`src/rtl/load_stall_sequencer_if.sv`:
```
// load_stall_sequencer_if
//   Groups the hazard-control signals that connect the load stall sequencer
//   to decode, the pipeline registers and the data-memory response path.
//   master : decode/redirect/memory side (drives requests, observes controls)
//   slave  : load_stall_sequencer
//   Signals:
//     stall_req_i    load-use stall request from decode
//     flush_i        pipeline redirect, kills any stall in progress
//     dmem_rvalid_i  read data valid for the outstanding load
//     pc_hold_o      freeze PC
//     ifid_hold_o    freeze IF/ID
//     idex_bubble_o  insert NOP into ID/EX
//     unlock_o       one-cycle pulse, load data forwardable
//     busy_o         sequencer not idle
//     timeout_o      sticky memory-wait timeout flag
//     stall_cycles_o saturating count of held cycles
interface load_stall_sequencer_if #(
  parameter int CNT_W = 16
);
  logic             stall_req_i;
  logic             flush_i;
  logic             dmem_rvalid_i;
  logic             pc_hold_o;
  logic             ifid_hold_o;
  logic             idex_bubble_o;
  logic             unlock_o;
  logic             busy_o;
  logic             timeout_o;
  logic [CNT_W-1:0] stall_cycles_o;

  modport master (
    output stall_req_i, flush_i, dmem_rvalid_i,
    input  pc_hold_o, ifid_hold_o, idex_bubble_o, unlock_o, busy_o,
           timeout_o, stall_cycles_o
  );

  modport slave (
    input  stall_req_i, flush_i, dmem_rvalid_i,
    output pc_hold_o, ifid_hold_o, idex_bubble_o, unlock_o, busy_o,
           timeout_o, stall_cycles_o
  );
endinterface

```
`src/rtl/load_stall_sequencer.sv`:
```
// load_stall_sequencer
//   Turns a load-use stall request into PC/IF-ID hold and ID-EX bubble
//   controls, waits for the outstanding load's read data (or a timeout), then
//   pulses unlock back to the requester for one cycle.
//   Ports:
//     clk_i   core clock, rising edge
//     rst_ni  asynchronous active-low reset
//     bus     load_stall_sequencer_if.slave (requests in, controls out)
//   Parameters:
//     MAX_WAIT  cycles allowed in WAIT_MEM before timeout (2..255)
//     CNT_W     width of the stall-cycle counter
module load_stall_sequencer #(
  parameter int MAX_WAIT = 16,
  parameter int CNT_W    = 16
) (
  input logic                   clk_i,
  input logic                   rst_ni,
  load_stall_sequencer_if.slave bus
);

  typedef enum logic [1:0] {
    ST_IDLE,
    ST_WAIT_MEM,
    ST_RELEASE
  } state_t;

  localparam logic [7:0] LP_WAIT_LAST = 8'(MAX_WAIT - 1);

  state_t           r_state;
  state_t           w_state_nxt;
  logic [7:0]       r_wait_cnt;
  logic [7:0]       w_wait_nxt;
  logic             r_timeout;
  logic             w_timeout_set;
  logic [CNT_W-1:0] r_stall_cnt;
  logic             w_hold;
  logic             w_unlock;

  always_ff @(posedge clk_i or negedge rst_ni) begin
    if (!rst_ni) begin
      r_state     <= ST_IDLE;
      r_wait_cnt  <= '0;
      r_timeout   <= 1'b0;
      r_stall_cnt <= '0;
    end else begin
      r_state    <= w_state_nxt;
      r_wait_cnt <= w_wait_nxt;
      if (w_timeout_set) begin
        r_timeout <= 1'b1;
      end
      if (w_hold && (r_stall_cnt != '1)) begin
        r_stall_cnt <= r_stall_cnt + CNT_W'(1);
      end
    end
  end

  // The IDLE hold is Mealy on stall_req_i, so it is gated with rst_ni to keep
  // every control low while reset is asserted.
  always_comb begin
    w_state_nxt   = r_state;
    w_wait_nxt    = r_wait_cnt;
    w_timeout_set = 1'b0;
    w_hold        = 1'b0;
    w_unlock      = 1'b0;
    if (!rst_ni) begin
      w_state_nxt = ST_IDLE;
      w_wait_nxt  = '0;
    end else if (bus.flush_i) begin
      w_state_nxt = ST_IDLE;
      w_wait_nxt  = '0;
    end else begin
      unique case (r_state)
        ST_IDLE: begin
          if (bus.stall_req_i) begin
            w_hold      = 1'b1;
            w_wait_nxt  = '0;
            w_state_nxt = bus.dmem_rvalid_i ? ST_RELEASE : ST_WAIT_MEM;
          end
        end
        ST_WAIT_MEM: begin
          w_hold     = 1'b1;
          w_wait_nxt = r_wait_cnt + 8'd1;
          if (bus.dmem_rvalid_i) begin
            w_state_nxt = ST_RELEASE;
          end else if (r_wait_cnt == LP_WAIT_LAST) begin
            w_timeout_set = 1'b1;
            w_state_nxt   = ST_RELEASE;
          end
        end
        ST_RELEASE: begin
          w_unlock    = 1'b1;
          w_state_nxt = ST_IDLE;
        end
        default: begin
          w_state_nxt = ST_IDLE;
        end
      endcase
    end
  end

  assign bus.pc_hold_o      = w_hold;
  assign bus.ifid_hold_o    = w_hold;
  assign bus.idex_bubble_o  = w_hold;
  assign bus.unlock_o       = w_unlock;
  assign bus.busy_o         = (r_state != ST_IDLE);
  assign bus.timeout_o      = r_timeout;
  assign bus.stall_cycles_o = r_stall_cnt;

endmodule

```
`src/flat_wrapper.sv`:
```
// flat-port wrapper written by rule: the top's interface ports become plain ports
module load_stall_sequencer_flat 
#(
  parameter int MAX_WAIT = 16,
  parameter int CNT_W    = 16
)
  (clk_i, rst_ni, bus_stall_req_i, bus_flush_i, bus_dmem_rvalid_i, bus_pc_hold_o, bus_ifid_hold_o, bus_idex_bubble_o, bus_unlock_o, bus_busy_o, bus_timeout_o, bus_stall_cycles_o);
  load_stall_sequencer_if #(.CNT_W(CNT_W)) bus_i ();
  input logic clk_i;
  input logic rst_ni;
  input wire logic [$bits(bus_i.stall_req_i)-1:0] bus_stall_req_i;
  input wire logic [$bits(bus_i.flush_i)-1:0] bus_flush_i;
  input wire logic [$bits(bus_i.dmem_rvalid_i)-1:0] bus_dmem_rvalid_i;
  output wire logic [$bits(bus_i.pc_hold_o)-1:0] bus_pc_hold_o;
  output wire logic [$bits(bus_i.ifid_hold_o)-1:0] bus_ifid_hold_o;
  output wire logic [$bits(bus_i.idex_bubble_o)-1:0] bus_idex_bubble_o;
  output wire logic [$bits(bus_i.unlock_o)-1:0] bus_unlock_o;
  output wire logic [$bits(bus_i.busy_o)-1:0] bus_busy_o;
  output wire logic [$bits(bus_i.timeout_o)-1:0] bus_timeout_o;
  output wire logic [$bits(bus_i.stall_cycles_o)-1:0] bus_stall_cycles_o;
  assign bus_i.stall_req_i = bus_stall_req_i;
  assign bus_i.flush_i = bus_flush_i;
  assign bus_i.dmem_rvalid_i = bus_dmem_rvalid_i;
  assign bus_pc_hold_o = bus_i.pc_hold_o;
  assign bus_ifid_hold_o = bus_i.ifid_hold_o;
  assign bus_idex_bubble_o = bus_i.idex_bubble_o;
  assign bus_unlock_o = bus_i.unlock_o;
  assign bus_busy_o = bus_i.busy_o;
  assign bus_timeout_o = bus_i.timeout_o;
  assign bus_stall_cycles_o = bus_i.stall_cycles_o;
  load_stall_sequencer #(.MAX_WAIT(MAX_WAIT), .CNT_W(CNT_W)) u_core (.clk_i(clk_i), .rst_ni(rst_ni), .bus(bus_i));
endmodule
```
`config.mk`:
```
export PLATFORM = sky130hd
export DESIGN_NAME = load_stall_sequencer_flat
export DESIGN_NICKNAME = d
export VERILOG_FILES = /design/src/rtl/load_stall_sequencer_if.sv /design/src/rtl/load_stall_sequencer.sv /design/src/flat_wrapper.sv
export SDC_FILE = /design/constraint.sdc
export NUM_CORES = 1
export LEC_CHECK = 0
export CORE_UTILIZATION = 23
export CTS_BUF_LIST = sky130_fd_sc_hd__clkbuf_16
export CTS_CLUSTER_SIZE = 14
export DETAILED_ROUTE_END_ITERATION = 12
export GPL_TIMING_DRIVEN = 0
export HOLD_SLACK_MARGIN = 0.12
export PLACE_DENSITY = 0.39
export SETUP_SLACK_MARGIN = 0.05
export SLEW_MARGIN = 15
export SYNTH_ARGS = -nofsm -noshare
export SYNTH_HDL_FRONTEND = slang
export SYNTH_SLANG_ARGS = --single-unit
export TNS_END_PERCENT = 1
```
`constraint.sdc`:
```
create_clock -name clk_i -period 2.5 [get_ports clk_i]
set_input_delay 0.5 -clock clk_i [delete_from_list [all_inputs] [get_ports clk_i]]
set_output_delay 0.5 -clock clk_i [all_outputs]
set_load 0.02 [all_outputs]
```
### Word level (Yosys, flattened, before mapping)

Cells that the tools add are included.

| cells by class | value |
|---|---|
| add/subtract/negate cells | 2 |
| multiply operators | 0 |
| div/mod/pow operators | 0 |
| order comparisons | 0 |
| eq/ne operators | 7 |
| shift-type cells | 0 |
| multiplexer cells | 23 |
| bitwise gates (word level) | 0 |
| reductions and logical operators | 5 |

Operators by type and width:

| cell | number |
|---|---|
| $mux W8 | 3 |
| $add A16 B1 Y16 const B | 1 |
| $ne A16 B16 Y1 const B | 1 |
| $pmux W8 S2 | 1 |
| $mux W2 | 6 |
| $mux W1 | 11 |
| $add A8 B1 Y8 const B | 1 |
| $eq A8 B4 Y1 const B | 1 |
| $ne A5 B4 Y1 const B | 1 |
| $ne A4 B1 Y1 const B | 1 |
| $ne A4 B4 Y1 const B | 1 |
| $pmux W2 S2 | 1 |
| $reduce_and A2 Y1 | 2 |
| $eq A2 B1 Y1 const B | 1 |
| $eq A2 B2 Y1 const B | 1 |
| $logic_not A2 Y1 | 1 |
| $pmux W1 S2 | 1 |
| $reduce_bool A2 Y1 | 1 |
| $logic_and A1 B1 Y1 | 1 |

| word-level totals | value |
|---|---|
| flip-flop bits (word level) | 27 |
| bits in latches | 0 |
| memory bits (writable) | 0 |
| ROM bits | 0 |
| output and inout bits | 22 |
| logic and storage cells | 41 |
| memories | 0 |

### Longest topological paths before layout

| logic depth | value |
|---|---|
| word-level depth | 6 |
| depth in mapped cells | 5 |
| gate-level depth less buffers | 5 |

### Worst setup path before layout

No wires, ideal clock.

| timing path | value |
|---|---|
| kind | input to output |
| from | input port bus_flush_i |
| to | output port bus_ifid_hold_o |
| arrival time | 1.466 ns |
| data required time | 2.000 ns |
| slack | 0.534 ns |
| stages | 5 |
| path buffers | 2 |
| cell sequence | nand2b_1 -> nand2b_1 -> clkbuf_1 -> inv_1 -> buf_4 |

| between the ends | value |
|---|---|
| longest elaborated chain between the ends | 2 |

Ends and longest elaborated chain:

| item | line | source |
|---|---|---|
| from (decl) | flat_wrapper.sv:12 | `input wire logic [$bits(bus_i.flush_i)-1:0] bus_flush_i;` |
| $mux W1 | load_stall_sequencer.sv:68 | `end else if (bus.flush_i) begin` |
| $mux W1 | load_stall_sequencer.sv:65 | `if (!rst_ni) begin` |
| to (decl) | flat_wrapper.sv:15 | `output wire logic [$bits(bus_i.ifid_hold_o)-1:0] bus_ifid_hold_o;` |

Every way passes these cells.

### Final worst setup path

| timing path | value |
|---|---|
| from | input port bus_flush_i |
| to | output port bus_idex_bubble_o |

| between the ends | value |
|---|---|
| longest elaborated chain between the ends | 2 |

Ends and longest elaborated chain:

| item | line | source |
|---|---|---|
| $mux W1 | load_stall_sequencer.sv:68 |  |
| $mux W1 | load_stall_sequencer.sv:65 |  |
| to (decl) | flat_wrapper.sv:16 | `output wire logic [$bits(bus_i.idex_bubble_o)-1:0] bus_idex_bubble_o;` |

Every way passes these cells.

==> flow_summary.ini <==
[critical_path]
cp.required_ns = 2.00
max_stage_delay_ns = 0.42
worst-setup-path-type = in -> out
startpoint_type = input pin
arrival_ns = 1.84
crit_buf_inv = 3
r2r-start = u_core.bus.stall_cycles_o[0]
cpLargestDelayFamily = buffers and inverters
slowest_stage = clkdlybuf4s50_1
cp-end-kind = output port
path_max_fanout = 9
crit_chain = clkdlybuf4s50_1, nand2b_2, nand2b_4, inv_1, dlygate4sd2_1
ff2ff_setup_slack_ns = 0.47
crit_path_start = bus_flush_i

[routing]
drtPass1Iterations = 4
route.detailed.drc = 0
wirelength_mm = 3.39
drt_iter0_drc = 40
vias = 1155
drt-wirelength-per-cell_um = 14.1
drtAntennaViolNets = 0
vias_per_cell = 4.79

[logic_synthesis]
synthCells = 137
synth.distinct_cells = 38
syn_area_per_cell_sq_um = 10.4
yosys_warnings = 0
syn_area_sq_mm = 0.00143
ys_seq_elements = 27
synth_seq_area_share_pct = 47.3
syn_nets = 144

[sta]
min_period_ns = 2.34
worst_pin_slew_ns = 1.01
rsz0062_at_grt = no
relSlewSlack_pct = 32.4
clock.fmax_mhz = 428
period_share_pct = 93.5
finalHoldViolations = 0
final_max_slew_viol_count = 0
setup_viol = 0
fin_ws_ns = 0.164
final.setup_skew_ns = 0.00503

[pwr]
p_sw_mw = 0.358
clkPwrFrac_pct = 30.9
combPwrFrac_pct = 22.3
ir_drop_mv = 0.287
p_leak_nw = 0.837
internal-power_mw = 0.816
power_density_mw_per_mm2 = 633
switching_share_pct = 30.5
pwr-share-seq_pct = 46.9

[global_routing]
grt_pass1_wl_mm = 5.55
grt_util_met1_pct = 14.0
grt_pass1_vias = 1132
grt_util_all_layers_pct = 11.3
antenna_found_initial = 0
grt_max_degree = 30
met2_usage_pct = 19.2
use_met3_pct = 2.36
overflow = 0
busiest_layer = met2

[cells_and_area]
antenna_cells = 0
stdcell_count = 241
layout-drive-gt1-share_pct = 12.7
nets = 174
area_delta_synth_final_pct = 29.9

[clock_network]
cts_max_level = 1
cts_root_buf = clkbuf_16
clock_latency_ns = 0.26
postCtsHoldBufs = 0
clock_sinks = 27
cts_tree = built
clock_path_buffers = 2
clk_pin_slew_worst_paths_ns = 0.07
cts_made_buffers = 3

[worst_hold_path]
hold_class = in -> async

[flow_run]
drv_cap = 0

[floorplan]
pin_count = 27
rows = 28
start_util_pct = 24.0
die_w_um = 80.8
core_area_sq_mm = 0.00596
die_y_um = 80.8
dieArea_sq_mm = 0.00653

[outcome]
run_status = complete, no violations

[placement]
pre_cts_slack_ns = -0.722
dpl.cell_count = 238
place_congestion = 0.762
dpl.hpwl_mm = 2.45
io_buffer_count = 26
-- cell usage after synthesis (all sizes together) --
library cell	number	share of area (%)
or4	3	1.8
o21ba	1	0.70
a22o	2	1.2
nand2b	2	0.88
nor2	13	3.4
ha	2	1.8
nand2	10	2.6
mux2	3	2.4
o21bai	1	0.79
o2111ai	1	0.61
o211ai	1	0.53
o22ai	1	0.44
inv	3	0.79
nand4bb	1	0.79
buf	2	1.1
nor4	5	3.7
a2bb2oi	1	0.61
nor3	3	1.1
and3	5	2.2
o21ai	9	3.2
or2	1	0.44
o31ai	1	0.53
xnor2	4	2.5
and4	1	0.61
clkbuf	2	0.53
xor2	9	5.5
dfrtp	27	47
nand4	6	3.7
nand3	12	4.2
a31oi	1	0.44
nor4b	2	2.7
nor3b	2	1.1
-- metal layers --
layer  part of all wire, %  vias up
li1                      -      559
met1                    45      566
met2                    49       25
met3                   4.3        5
met4                   1.4        0
met5                     0        -
-- path summary, 6_finish.rpt --
path,end,depth (start not counted)
worst min-delay path,u_core.bus.stall_cycles_o[12],1
worst max-delay path,bus_idex_bubble_o,5
max in group asynchronous,u_core.bus.stall_cycles_o[1],1
worst min register to register,u_core.bus.timeout_o,2
min in group clk_i,u_core.bus.timeout_o,2
worst max register to register,u_core.bus.stall_cycles_o[1],5
-- layout by cell type (no fill, tap or decap), types with 2 or more instances in the layout --
master and count:
nor3_1 3, clkbuf_16 3, nor3b_1 2, xor2_1 9, mux2_2 2, dfrtp_1 27, nand2_1 10, or4_1 2
inv_1 4, a22o_1 2, clkdlybuf4s50_1 21, and3_1 5, nor2_1 13, ha_1 2, nand4_1 5, o21ai_0 9
xnor2_1 4, nand3_1 12, buf_4 4, dlygate4sd2_1 2, nor4_1 3
-- kinds of logic (layout without fill, tap and decap cells) --
kind of cell | count (synthesis) | in the layout | synth area share, %
AOI/OAI and AO/OA | 19 | 19 | 9.03
xor gates and xnor gates | 13 | 13 | 7.98
adders and majority gates | 2 | 2 | 1.75
buffers and inverters | 7 | 36 | 2.37
DFF | 27 | 27 | 47.3
muxes | 3 | 3 | 2.37
and+or+nand+nor | 66 | 66 | 29.2
-- metrics by stage --
stage               util [%]  setup TNS (ns)  hold WS (ns)  instance area, sq um  power [mW]
floorplan                  -               0         0.204                  1430       0.682
global placement        29.9          -30.37         0.465                  1780       0.816
detailed placement      29.8           -4.06         0.466                  1780       0.824
CTS                     31.2               0         0.172                  1860        1.19
global route            31.1               0         0.184                  1850        1.25
finish                  31.1               0         0.163                  1850        1.17
-- area by class of cell --
| cell class | count | area [sq um] |
|---|---|---|
| plain buffers | 3 | 18.8 |
| fillers | 635 | 4100 |
| clock buffers | 3 | 75.1 |
| inverters | 3 | 11.3 |
| well taps | 75 | 93.8 |
| flip-flops and latches | 27 | 676 |
| repair buffers | 26 | 248 |
| multi-input cells | 103 | 728 |
| clock inverters | 1 | 3.75 |
-- state kept, by name (all words and copies together) (netlist names) --
signal,flops
u_core.r_wait_cnt,8
u_core.r_state,2
u_core.bus.timeout_o,1
u_core.bus.stall_cycles_o,16
-- repair_timing --
action,CTS,global route
setup endpoints to repair,4,1
gates resized for setup,8,2
buffers inserted,0,0
-- power by group through the flow --
stage / registers (mW) / logic, mW / clock network, mW
finish: 0.550 / 0.261 / 0.363
global route: 0.558 / 0.285 / 0.403
CTS: 0.550 / 0.267 / 0.377
detailed placement: 0.558 / 0.266 / 0
global placement: 0.553 / 0.262 / 0
floorplan: 0.598 / 0.0841 / 0
(Power assumes the default switching activity.)
